**config.mk**
```make
export PLATFORM = sky130hd
export DESIGN_NAME = multicycle_control
export DESIGN_NICKNAME = d
export VERILOG_FILES = /design/src/rtl/multicycle_pkg.sv /design/src/rtl/multicycle_decode.sv /design/src/rtl/multicycle_control.sv
export SDC_FILE = /design/constraint.sdc
export NUM_CORES = 1
export LEC_CHECK = 0
export ABC_AREA = 1
export BUFFER_PORTS_ARGS = -buffer_cell sky130_fd_sc_hd__buf_2
export CAP_MARGIN = 20
export CELL_PAD_IN_SITES_DETAIL_PLACEMENT = 1
export CELL_PAD_IN_SITES_GLOBAL_PLACEMENT = 1
export CORE_ASPECT_RATIO = 1.25
export CORE_MARGIN = 2
export CORE_UTILIZATION = 34
export CTS_CLUSTER_SIZE = 12
export DETAILED_ROUTE_END_ITERATION = 10
export PLACE_DENSITY_LB_ADDON = 0.1
export SYNTH_ARGS = -nofsm -noshare
export SYNTH_HDL_FRONTEND = slang
export SYNTH_SLANG_ARGS = --single-unit
```
**constraint.sdc**
```tcl
create_clock -name clk -period 1.37 [get_ports clk]
set_input_delay 0.0685 -clock clk [delete_from_list [all_inputs] [get_ports clk]]
set_output_delay 0.0685 -clock clk [all_outputs]
set_load 0.01 [all_outputs]
```
**src/rtl/multicycle_pkg.sv**
```systemverilog
// Shared opcodes, state encodings and datapath select codes for the multicycle CPU control.
package multicycle_pkg;

  localparam int unsigned OP_W     = 6;
  localparam int unsigned ST_W     = 4;
  localparam int unsigned SEL_W    = 2;
  localparam int unsigned ALU_OP_W = 4;

  localparam logic [OP_W-1:0] OP_NOP     = 6'b000000;
  localparam logic [OP_W-1:0] OP_J       = 6'b000001;
  localparam logic [OP_W-1:0] OP_BEQ     = 6'b100000;
  localparam logic [OP_W-1:0] OP_BNE     = 6'b100001;
  localparam logic [OP_W-1:0] OP_BLT     = 6'b100010;
  localparam logic [OP_W-1:0] OP_BLE     = 6'b100011;
  localparam logic [OP_W-1:0] OP_R_FIRST = 6'b010000;
  localparam logic [OP_W-1:0] OP_R_LAST  = 6'b010111;
  localparam logic [OP_W-1:0] OP_I_FIRST = 6'b110000;
  localparam logic [OP_W-1:0] OP_I_LAST  = 6'b110111;
  localparam logic [OP_W-1:0] OP_LI      = 6'b111001;
  localparam logic [OP_W-1:0] OP_LUI     = 6'b111010;
  localparam logic [OP_W-1:0] OP_LWI     = 6'b111011;
  localparam logic [OP_W-1:0] OP_SWI     = 6'b111100;
  localparam logic [OP_W-1:0] OP_LW      = 6'b011100;
  localparam logic [OP_W-1:0] OP_SW      = 6'b011101;

  typedef enum logic [ST_W-1:0] {
    S_FETCH    = 4'd0,
    S_DECODE   = 4'd1,
    S_JUMP     = 4'd2,
    S_BRANCH   = 4'd3,
    S_EXEC_R   = 4'd4,
    S_EXEC_I   = 4'd5,
    S_EXEC_LI  = 4'd6,
    S_EXEC_LUI = 4'd7,
    S_ADDR     = 4'd8,
    S_MEMR     = 4'd9,
    S_MEMW     = 4'd10,
    S_WB_ALU   = 4'd11,
    S_WB_MEM   = 4'd12,
    S_WB_LI    = 4'd13,
    S_WB_LUI   = 4'd14
  } state_e;

  typedef enum logic [ALU_OP_W-1:0] {
    ALU_MOV    = 4'd0,
    ALU_NOT    = 4'd1,
    ALU_ADD    = 4'd2,
    ALU_SUB    = 4'd3,
    ALU_OR     = 4'd4,
    ALU_AND    = 4'd5,
    ALU_XOR    = 4'd6,
    ALU_SLT    = 4'd7,
    ALU_PASS_B = 4'd8
  } alu_op_e;

  typedef enum logic {
    PC_SRC_ALU = 1'b0,
    PC_SRC_TGT = 1'b1
  } pc_src_e;

  typedef enum logic [SEL_W-1:0] {
    SRC_A_PC   = 2'b00,
    SRC_A_REG  = 2'b01,
    SRC_A_ZERO = 2'b10
  } src_a_e;

  typedef enum logic [SEL_W-1:0] {
    SRC_B_REG = 2'b00,
    SRC_B_ONE = 2'b01,
    SRC_B_IMM = 2'b10
  } src_b_e;

  // Register read port mapping: names give the IR fields feeding A then B.
  typedef enum logic [SEL_W-1:0] {
    RF_A20_B15 = 2'b00,
    RF_A25_B20 = 2'b01,
    RF_A20_B25 = 2'b10
  } rf_sel_e;

  typedef enum logic [SEL_W-1:0] {
    WB_ALU_OUT   = 2'b00,
    WB_MDR       = 2'b01,
    WB_LI_MERGE  = 2'b10,
    WB_LUI_MERGE = 2'b11
  } wb_src_e;

  typedef enum logic [3:0] {
    CL_NOP    = 4'd0,
    CL_JUMP   = 4'd1,
    CL_BRANCH = 4'd2,
    CL_ALU_R  = 4'd3,
    CL_ALU_I  = 4'd4,
    CL_LI     = 4'd5,
    CL_LUI    = 4'd6,
    CL_LOAD   = 4'd7,
    CL_STORE  = 4'd8
  } iclass_e;

  typedef struct packed {
    iclass_e cls;
    logic    mem_abs;
    logic    illegal;
  } dec_t;

endpackage

```
**src/rtl/multicycle_decode.sv**
```systemverilog
// Opcode classifier: maps IR[31:26] to an instruction class, absolute-address flag and illegal flag.
module multicycle_decode
  import multicycle_pkg::*;
(
  input  logic [OP_W-1:0] i_opcode,
  output dec_t            o_dec
);

  // Undefined opcodes fall back to the NOP class with the illegal flag raised.
  always_comb begin
    o_dec = '{cls: CL_NOP, mem_abs: 1'b0, illegal: 1'b0};
    case (i_opcode) inside
      OP_NOP:                         o_dec.cls = CL_NOP;
      OP_J:                           o_dec.cls = CL_JUMP;
      OP_BEQ, OP_BNE, OP_BLT, OP_BLE: o_dec.cls = CL_BRANCH;
      [OP_R_FIRST:OP_R_LAST]:         o_dec.cls = CL_ALU_R;
      [OP_I_FIRST:OP_I_LAST]:         o_dec.cls = CL_ALU_I;
      OP_LI:                          o_dec.cls = CL_LI;
      OP_LUI:                         o_dec.cls = CL_LUI;
      OP_LWI: begin
        o_dec.cls     = CL_LOAD;
        o_dec.mem_abs = 1'b1;
      end
      OP_LW:                          o_dec.cls = CL_LOAD;
      OP_SWI: begin
        o_dec.cls     = CL_STORE;
        o_dec.mem_abs = 1'b1;
      end
      OP_SW:                          o_dec.cls = CL_STORE;
      default:                        o_dec.illegal = 1'b1;
    endcase
  end

endmodule

```
**src/rtl/multicycle_control.sv**
```systemverilog
// Main control FSM of the multicycle CPU: sequences fetch/decode/execute/memory/writeback,
// drives every datapath enable and mux, and counts retired instructions.
module multicycle_control
  import multicycle_pkg::*;
#(
  parameter int unsigned CNT_W       = 32,
  parameter bit          MEM_WAIT_EN = 1'b0
) (
  input  logic                 clk,
  input  logic                 rst,
  input  logic [OP_W-1:0]      opcode,
  input  logic                 alu_zero,
  input  logic                 alu_neg,
  input  logic                 mem_ready,
  output logic                 ir_write,
  output logic                 pc_write,
  output logic                 pc_src,
  output logic                 target_write,
  output logic [SEL_W-1:0]     alu_src_a,
  output logic [SEL_W-1:0]     alu_src_b,
  output logic [ALU_OP_W-1:0]  alu_op,
  output logic [SEL_W-1:0]     rf_sel,
  output logic                 reg_write,
  output logic [SEL_W-1:0]     wb_src,
  output logic                 mem_read,
  output logic                 mem_write,
  output logic [ST_W-1:0]      state,
  output logic                 retire,
  output logic [CNT_W-1:0]     instr_count,
  output logic                 illegal_op
);

  state_e           r_state;
  state_e           w_next;
  dec_t             w_dec;
  logic             w_mem_done;
  logic             w_taken;
  logic [CNT_W-1:0] r_count;

  multicycle_decode u_decode (
    .i_opcode (opcode),
    .o_dec    (w_dec)
  );

  // Without wait support the memory is assumed to complete in one cycle.
  assign w_mem_done = !MEM_WAIT_EN || mem_ready;

  // Branch condition from the low opcode bits: BEQ, BNE, BLT, BLE.
  always_comb begin
    case (opcode[1:0])
      2'b00:   w_taken = alu_zero;
      2'b01:   w_taken = !alu_zero;
      2'b10:   w_taken = alu_neg;
      default: w_taken = alu_neg | alu_zero;
    endcase
  end

  always_ff @(posedge clk) begin
    if (rst) r_state <= S_FETCH;
    else     r_state <= w_next;
  end

  always_ff @(posedge clk) begin
    if (rst)         r_count <= '0;
    else if (retire) r_count <= r_count + CNT_W'(1);
  end

  always_comb begin
    w_next       = r_state;
    ir_write     = 1'b0;
    pc_write     = 1'b0;
    pc_src       = PC_SRC_ALU;
    target_write = 1'b0;
    alu_src_a    = SRC_A_PC;
    alu_src_b    = SRC_B_REG;
    alu_op       = ALU_MOV;
    rf_sel       = RF_A20_B15;
    reg_write    = 1'b0;
    wb_src       = WB_ALU_OUT;
    mem_read     = 1'b0;
    mem_write    = 1'b0;
    retire       = 1'b0;
    illegal_op   = 1'b0;
    case (r_state)
      S_FETCH: begin
        ir_write  = 1'b1;
        pc_write  = 1'b1;
        pc_src    = PC_SRC_ALU;
        alu_src_a = SRC_A_PC;
        alu_src_b = SRC_B_ONE;
        alu_op    = ALU_ADD;
        w_next    = S_DECODE;
      end
      S_DECODE: begin
        // PC already points past this instruction, so targets are next-PC relative.
        target_write = 1'b1;
        alu_src_a    = SRC_A_PC;
        alu_src_b    = SRC_B_IMM;
        alu_op       = ALU_ADD;
        case (w_dec.cls)
          CL_NOP: begin
            retire     = 1'b1;
            illegal_op = w_dec.illegal;
            w_next     = S_FETCH;
          end
          CL_JUMP:   w_next = S_JUMP;
          CL_BRANCH: w_next = S_BRANCH;
          CL_ALU_R:  w_next = S_EXEC_R;
          CL_ALU_I:  w_next = S_EXEC_I;
          CL_LI:     w_next = S_EXEC_LI;
          CL_LUI:    w_next = S_EXEC_LUI;
          default:   w_next = S_ADDR;
        endcase
      end
      S_JUMP: begin
        pc_write = 1'b1;
        pc_src   = PC_SRC_TGT;
        retire   = 1'b1;
        w_next   = S_FETCH;
      end
      S_BRANCH: begin
        rf_sel    = RF_A25_B20;
        alu_src_a = SRC_A_REG;
        alu_src_b = SRC_B_REG;
        alu_op    = ALU_SUB;
        pc_write  = w_taken;
        pc_src    = PC_SRC_TGT;
        retire    = 1'b1;
        w_next    = S_FETCH;
      end
      S_EXEC_R: begin
        rf_sel    = RF_A20_B15;
        alu_src_a = SRC_A_REG;
        alu_src_b = SRC_B_REG;
        alu_op    = {1'b0, opcode[2:0]};
        w_next    = S_WB_ALU;
      end
      S_EXEC_I: begin
        rf_sel    = RF_A20_B15;
        alu_src_a = SRC_A_REG;
        alu_src_b = SRC_B_IMM;
        alu_op    = {1'b0, opcode[2:0]};
        w_next    = S_WB_ALU;
      end
      S_EXEC_LI: begin
        alu_src_b = SRC_B_IMM;
        alu_op    = ALU_PASS_B;
        w_next    = S_WB_LI;
      end
      S_EXEC_LUI: begin
        alu_src_b = SRC_B_IMM;
        alu_op    = ALU_PASS_B;
        w_next    = S_WB_LUI;
      end
      S_ADDR: begin
        rf_sel    = RF_A20_B25;
        alu_src_a = w_dec.mem_abs ? SRC_A_ZERO : SRC_A_REG;
        alu_src_b = SRC_B_IMM;
        alu_op    = ALU_ADD;
        w_next    = (w_dec.cls == CL_STORE) ? S_MEMW : S_MEMR;
      end
      S_MEMR: begin
        rf_sel   = RF_A20_B25;
        mem_read = 1'b1;
        if (w_mem_done) w_next = S_WB_MEM;
      end
      S_MEMW: begin
        // Retire only on the completing cycle so a waiting store counts once.
        rf_sel    = RF_A20_B25;
        mem_write = 1'b1;
        if (w_mem_done) begin
          retire = 1'b1;
          w_next = S_FETCH;
        end
      end
      S_WB_ALU: begin
        reg_write = 1'b1;
        wb_src    = WB_ALU_OUT;
        retire    = 1'b1;
        w_next    = S_FETCH;
      end
      S_WB_MEM: begin
        reg_write = 1'b1;
        wb_src    = WB_MDR;
        retire    = 1'b1;
        w_next    = S_FETCH;
      end
      S_WB_LI: begin
        reg_write = 1'b1;
        wb_src    = WB_LI_MERGE;
        retire    = 1'b1;
        w_next    = S_FETCH;
      end
      S_WB_LUI: begin
        reg_write = 1'b1;
        wb_src    = WB_LUI_MERGE;
        retire    = 1'b1;
        w_next    = S_FETCH;
      end
      default: w_next = S_FETCH;
    endcase
  end

  assign state       = r_state;
  assign instr_count = r_count;

endmodule

```
Word-level counts from Yosys, hierarchy flattened
Index checks and enable logic that the tools add are counted.
- logic and storage cells: 113
- output and inout bits: 57
- bits in registers: 36
- input bits: 11
- bitwise logic cells: 1
- $add $sub $neg: 1
- reduce and logical (&&, ||, !) cells: 18
- $lt $le $gt $ge: 4
- eq/ne operators: 34
- multiplexer cells: 53
- operator list (operator ; count):
    4-bit case mux with 7 select lines ; 2
    6-bit equality test, second input constant ; 8
    4-bit two-way mux ; 11
    32-bit by 1-bit adder with 32-bit output, second input constant ; 1
    4-bit equality test, second input constant ; 8
    1-bit two-way mux ; 30
    4-bit by 3-bit equality test with 1-bit output, second input constant ; 7
    4-bit by 2-bit equality test with 1-bit output, second input constant ; 4
    4-bit case mux with 4 select lines ; 1
    6-bit by 5-bit equality test with 1-bit output, second input constant ; 2
    2-bit case mux with 2 select lines ; 3
    3-bit OR reduction ; 3
    4-bit by 1-bit equality test with 1-bit output, second input constant ; 2
    4-bit logical NOT ; 2
    2-bit OR reduction ; 4
    4-bit OR reduction ; 2
    7-bit OR reduction ; 1
    6-bit by 1-bit equality test with 1-bit output, second input constant ; 1
    6-bit by 5-bit >= comparator with 1-bit output, second input constant ; 1
    6-bit >= comparator, second input constant ; 1
    6-bit by 5-bit less-or-equal comparator with 1-bit output, second input constant ; 1
    6-bit less-or-equal comparator, second input constant ; 1
    6-bit logical NOT ; 1
    2-bit case mux with 3 select lines ; 1
    10 further kinds ; 13

Longest topological paths before layout
Gate-level depths: netlist (run 1).
- depth in word-level cells: 15
- depth in mapped cells: 13
- depth with buffers taken out: 12

Hierarchy
A second synthesis (run 1) with hierarchy kept.
- cells, all modules: 451
- area, all modules: 2590.0 um^2
- by module, submodules not included (module ; seq. area each (um^2) ; cells each ; area each (um^2) ; times used):
    multicycle_control ; 720.7 ; 408 ; 2396.0 ; 1
    multicycle_decode ; 0.0 ; 43 ; 193.9 ; 1

Worst setup path before layout (run 1)
OpenSTA, ideal clock, no wires.
- path kind: flip-flop to flip-flop
- start: register r_count[0] (netlist: instr_count[0])
- end: register r_count[30] (netlist: instr_count[30])
- path buffers: 0
- stages on the path, launching flop included: 10
- setup time: 0.070 ns
- slack: -0.214 ns
- clock period less this slack: 1.584 ns
- data arrival time: 1.514 ns
- required time: 1.300 ns
- cell sequence: dfxtp_1 -> ha_1 -> nand3_1 -> inv_1 -> nand2_1 -> nor2_1 -> nand2_1 -> xnor2_1 -> nand2_2 -> a21oi_2
- cells in the longest elaborated chain, start to end: 1
- RTL lines (what ; RTL line ; text):
    start, declared ; multicycle_control.sv:38 ; logic [CNT_W-1:0] r_count;
    start signal, assigned ; multicycle_control.sv:65 ; else if (retire) r_count <= r_count + CNT_W'(1);
    32-bit by 1-bit adder with 32-bit output ; multicycle_control.sv:65 ;
No other way between the ends.
A chain may end at the register's enable or synchronous reset.

Worst setup path in the final report (run 1)
- start: register r_count[4] (netlist: instr_count[4])
- end: register r_count[18] (netlist: instr_count[18])
The elaborated chain is that of the path after synthesis.

==> results.cfg, run 1 <==
[sta]
slew_viol_final = 0
min_period_ns = 1.718
setup_violations = 55
rsz0062_at_grt = true
max_freq_mhz = 582.1
relSlewSlack_pct = 79.31
fin_worst_skew_ns = 0.01380
setup_slack_ns = -0.3478
tightest_slew_ns = 0.3093
finalHoldViolations = 0
hold_ws_ns = 0.4616
finalCritPeriodShare_pct = 125.4

[clock_tree]
cts_sinks = 36
cts_max_level = 2
clk_latency_ns = 0.33
cts-root-buf = clkbuf_8
cts_buffers = 5
clock_path_buffers = 2
cts_tree = built
clk_pin_slew_worst_paths_ns = 0.10

[critical_path]
worst_setup_path_end_kind = flop
cp_max_fo = 3
required_ns = 1.63
path_class = reg2reg
arrival_ns = 1.98
reg2reg_slack_ns = -0.35
worst_setup_path_start_kind = flop

[outcome]
status = complete, but fails checks
violations = negative setup slack

[pwr]
total_leakage_power_nw = 2.504
ir_worst_vdd_mv = 0.7032
powerDensity_nw_per_um2 = 753.0

[final_layout]
antenna_cells = 0
fillers = 972
areaGrowthSynthToFinish_pct = 85.69
regArea_um2 = 770.7
multi_input_area_um2 = 2489
final_net_count = 639
layout_commonest_cell = buf_4
final_util_pct = 65.49
design_area_um2 = 5162
mostFrequentLayoutCells = buf_4, nand2_1, buf_2
drive_gt1_share_pct = 67.99

[global_routing]
grt_pass1_wl_um = 22040
antenna_found_initial = 0
grt_pass1_vias = 4324
grt_usage_pct = 31.79
grt_max_degree = 31
overflow = 0

[synth]
ys.warnings.count = 0
netlist_area_um2 = 2780
syn-instance-count = 430
syn_area_per_cell_um2 = 6.466
synth_seq_area_share_pct = 25.92
synth-seq-cells = 36
synth_fp_nets = 442
yosysUniqueCellTypes = 33

[route]
num_vias = 4237
dr.pass1.iters = 5
drt_iter0_markers = 264
wl_um = 18570
drc = 0
wl_per_cell_um = 25.68
antenna_left = 0
avgViaCountPerCell = 5.860

[placement]
gp_congestion = 0.8898
port-buffer-count = 66
postPlaceCellArea_um2 = 3955
post-dp-hpwl_um = 8774

[floorplan]
num_io_pins = 68
placementRows = 36
die_w_um = 84.88
start_util_pct = 35.27
coreArea_um2 = 7883
fp.dieH_um = 105.1
die-area_um2 = 8921

[run]
drv_cap = 0

[min_path]
hold_class = in2reg
-- state kept, by name, summed over array words and instances, names as in the netlist --
name,cells
state,4
instr_count,32
-- power by group --
part           internal [mW]  switching (mW)  total (mW)
sequential              1.08          0.0579        1.14
combinational          0.749            1.09        1.84
clock                  0.408           0.501       0.910
total                   2.24            1.65        3.89
-- kinds of logic (layout without fill, tap and decap cells) --
family / count (synthesis) / after routing / synth area share [%]
and+or+nand+nor: 266 / 268 / 44.01
AOI/OAI and AO/OA: 43 / 43 / 11.79
DFF: 36 / 36 / 25.92
buffers and inverters: 56 / 252 / 9.001
adders and majority gates: 1 / 1 / 0.4500
xor gates and xnor gates: 28 / 28 / 8.821
-- metal layers --
| layer | GRT usage [%] | share of wire, % | vias to the layer above |
|---|---|---|---|
| met5 | 0 | 0 | - |
| met4 | 25.74 | 7.8 | 0 |
| met3 | 5.845 | 5.3 | 110 |
| met2 | 60.12 | 54 | 255 |
| met1 | 28.44 | 33 | 2075 |
| li1 | - | - | 1797 |
-- critical path, cell delays in order (launching register included) --
cell and delay, ns:
dfxtp_2 0.39, nand2_2 0.12, buf_4 0.17, inv_1 0.13
nand4_1 0.13, nor2_1 0.17, nand2_1 0.13, xnor2_2 0.23
nand2_4 0.07, a21oi_2 0.10
-- worst paths after layout --
path                                      start              end  depth (start not counted)
worst min-delay path                  opcode[1]         state[2]                          6
worst min register to register  instr_count[31]  instr_count[31]                          2
worst max register to register   instr_count[4]  instr_count[18]                          9
worst max-delay path             instr_count[4]  instr_count[18]                          9
-- per-stage QoR --
step                setup slack (ns)  power [mW]  TNS [ns]  instances
floorplan                    -0.1089       1.787    -3.014        430
global placement             -0.2693       2.173    -5.793        679
detailed placement           -0.3211       2.203    -6.949        679
CTS                          -0.2028       3.423    -5.484        707
global route                 -0.3929       3.963    -15.44        723
finish                       -0.3478       3.887    -13.22        723
-- cells in the mapped netlist (all sizes together) --
cell    instances  share of area [%]
and3            1               0.23
nor3           11                2.0
nor4            1               0.23
o21ai           6                1.1
dfxtp          36                 26
inv            42                5.7
nand4           9                2.0
a311oi          1               0.32
ha              1               0.45
a21oi          32                9.3
clkbuf          5               0.68
nand3          52                9.5
buf             9                2.7
a32oi           1               0.32
a41oi           1               0.32
xnor2          13                4.1
nand2         118                 19
nor2           72                 11
o22ai           1               0.23
nand3b          2               0.54
xor2           15                4.7
a211oi          1               0.27
-- cell type report --
cell class | instances | share of cell area, %
clock inverters | 2 | 0.2908
multi-input cells | 340 | 48.21
well taps | 95 | 2.302
inverters | 42 | 3.369
clock buffers | 6 | 1.600
repair buffers | 202 | 29.30
flip-flops and latches | 36 | 14.93
-- timing repair --
item | CTS | global route
pin swaps | 42 | 29
gates resized for setup | 142 | 84
cloned | 2 | 2
hold endpoints to repair | 1 | 0
hold buffers | 1 | 0
setup endpoints to repair | 48 | 53
buffers inserted | 17 | 16
Note: power is estimated with default switching activity, not from simulation.
==> run 2, diff against run 1 <==
--- a/config.mk
+++ b/config.mk
@@ -12,10 +12,11 @@
 export CELL_PAD_IN_SITES_GLOBAL_PLACEMENT = 1
 export CORE_ASPECT_RATIO = 1.25
 export CORE_MARGIN = 2
-export CORE_UTILIZATION = 34
+export CORE_UTILIZATION = 32
 export CTS_CLUSTER_SIZE = 12
 export DETAILED_ROUTE_END_ITERATION = 10
 export PLACE_DENSITY_LB_ADDON = 0.1
 export SYNTH_ARGS = -nofsm -noshare
 export SYNTH_HDL_FRONTEND = slang
+export SYNTH_HIERARCHICAL = 1
 export SYNTH_SLANG_ARGS = --single-unit
==> results.cfg, run 2 <==
[sta]
max_freq_mhz = 628.9
fin_worst_skew_ns = 0.004493
setup_slack_ns = -0.2202
relSlewSlack_pct = 75.94
hold_ws_ns = 0.07264
min_period_ns = 1.590
rsz0062_at_grt = true
slew_viol_final = 0
finalHoldViolations = 0
tightest_slew_ns = 0.3571
setup_violations = 45
finalCritPeriodShare_pct = 116.1

[synth]
syn-instance-count = 451
ys.warnings.count = 6
yosysMostFrequentCell = nand2_1
yosysUniqueCellTypes = 32
synth_flop_cell = dfxtp_1
synth_fp_nets = 463
netlist.area_leader.share_pct = 27.83
synth_edf_count = 0
synth.area.top_cells = dfxtp_1, nand2_1, nor2_1
async_reset_ff_share_pct = 0
syn_area_per_cell_um2 = 5.743
netlist_area_um2 = 2590
synth_common_cells = nand2_1, nor2_1, inv_1
yosys.area.top_type = dfxtp_1
synth-seq-cells = 36
synth_seq_area_share_pct = 27.83

[critical_path]
path_class = reg2out
reg2reg_slack_ns = -0.20
cpPeakStageDelay_ns = 0.38
worst_setup_path_end_kind = output port
crit_buf_inv = 4
critPathSlowestCell = dfxtp_4
critPathMostFrequentCell = buf_6
required_ns = 1.30
worst_setup_path_start_kind = flop
crit_chain = buf_6 > nor3_4 > buf_6 > buf_4 > nor2_4 > o21ai_1 > buf_2
crit_family = buffers and inverters
cp_max_fo = 4
arrival_ns = 1.52

[final_layout]
layout_commonest_cell = nand2_1
mostFrequentLayoutCells = nand2_1, buf_4, nor2_1
drive_gt1_share_pct = 51.44
final_cell_count_no_fill = 721
largest_register_ffs = 32
areaGrowthSynthToFinish_pct = 78.55
design_area_um2 = 4624
antenna_cells = 0
final_net_count = 637

[placement]
post-dp-hpwl_um = 7656
placed_cells = 689
postPlaceCellArea_um2 = 3665
gp_congestion = 0.8587
port-buffer-count = 66

[floorplan]
placementRows = 36
num_io_pins = 68
die-area_um2 = 8834
die_w_um = 84.47
fp.dieH_um = 104.6
coreArea_um2 = 7838
start_util_pct = 33.05

[route]
wl_um = 12530
drt_iter0_markers = 67
wl_per_cell_um = 17.37
num_vias = 3681
antenna_left = 0
dr.pass1.iters = 4
drc = 0
avgViaCountPerCell = 5.105

[outcome]
violations = negative setup slack
status = complete, but fails checks

[clock_tree]
postCtsHoldBufs = 0
clk_pin_slew_worst_paths_ns = 0.08
cts-root-buf = clkbuf_8
cts_tree = built
cts_buffers = 5
clk_latency_ns = 0.30
cts_sinks = 36
clock_path_buffers = 2
cts_max_level = 2

[global_routing]
grt_pass1_vias = 3643
overflow = 0
grt_pass1_wl_um = 16570
grt_max_degree = 20
grt_usage_pct = 23.06
antenna_found_initial = 0

[run]
drv_cap = 0

[min_path]
hold_class = in2reg

[pwr]
powerDensity_nw_per_um2 = 805.5
ir_worst_vdd_mv = 0.7004
power_mw = 3.725
total_leakage_power_nw = 2.223
-- run 2: cell types whose count changed in the layout (fill, tap and decap cells not counted), sizes merged, moves of 3 or more --
cell	delta
a21oi	-14
nand2	+13
clkbuf	+3
inv	+28
nand3	-15
buf	-27
o21ai	+7
nor2	+30
nor3	-6
xor2	-14
nand4	+8
xnor2	-12
-- run 2: cell families (layout without fill, tap and decap cells) --
family	count (synthesis)	after routing	synth area share (%)
and+or+nand+nor	297	297	50.77
buffers and inverters	80	255	12.95
DFF	36	36	27.83
AOI/OAI and AO/OA	35	35	7.295
xor gates and xnor gates	2	2	0.6765
adders and majority gates	1	1	0.4830
-- run 2: per-stage QoR --
stage          setup slack [ns]  setup TNS, ns  utilization, %
4_1_cts                 -0.1712         -3.140           50.56
5_1_grt                 -0.2752         -7.725           59.00
6_report                -0.2202         -4.917           59.00
2_1_floorplan         0.0009640              0               -
3_3_place_gp            -0.2990         -8.225           46.76
3_5_place_dp            -0.3881         -10.56           46.76
-- run 2: metal layers --
metal	part of all wire, %	up-vias	global-route usage [%]
li1	-	1763	-
met1	36	1787	22.14
met2	57	95	46.37
met3	3.2	36	4.344
met4	4.0	0	9.751
met5	0	-	0
-- run 2: power breakdown --
part	switching (mW)	internal [mW]
clock	0.440	0.402
sequential	0.0612	1.09
combinational	0.880	0.856
total	1.38	2.34
-- run 2: path summary, 6_finish.rpt --
path / endpoint / cells past startpoint / startpoint
worst max register to register: instr_count[17] / 11 / state[0]
worst min-delay path: instr_count[17] / 4 / rst
worst min register to register: instr_count[1] / 2 / instr_count[1]
worst max-delay path: alu_src_b[1] / 7 / state[1]
-- run 2: tightest hold or removal path: cells and delay by family --
family        cells  cell delay, ns
simple gates      2            0.10
buf+inv           2            0.16
-- run 2: area by class of cell --
type / instances / area (um^2)
sequential: 36 / 758.2
inverter: 70 / 281.5
fill: 1052 / 3213
clock inverter: 2 / 10.01
multi-input combinational: 335 / 1971
clock buffer: 6 / 82.58
tap: 95 / 118.9
timing repair buffer: 177 / 1403
-- run 2: repair_timing --
item / 4_1_cts / 5_1_grt
setup endpoints to repair: 44 / 49
resized for setup: 43 / 139
pin swaps: 10 / 48
endpoints found under the hold margin: 0 / 0
buffers inserted: 6 / 17
gates cloned: 1 / 3
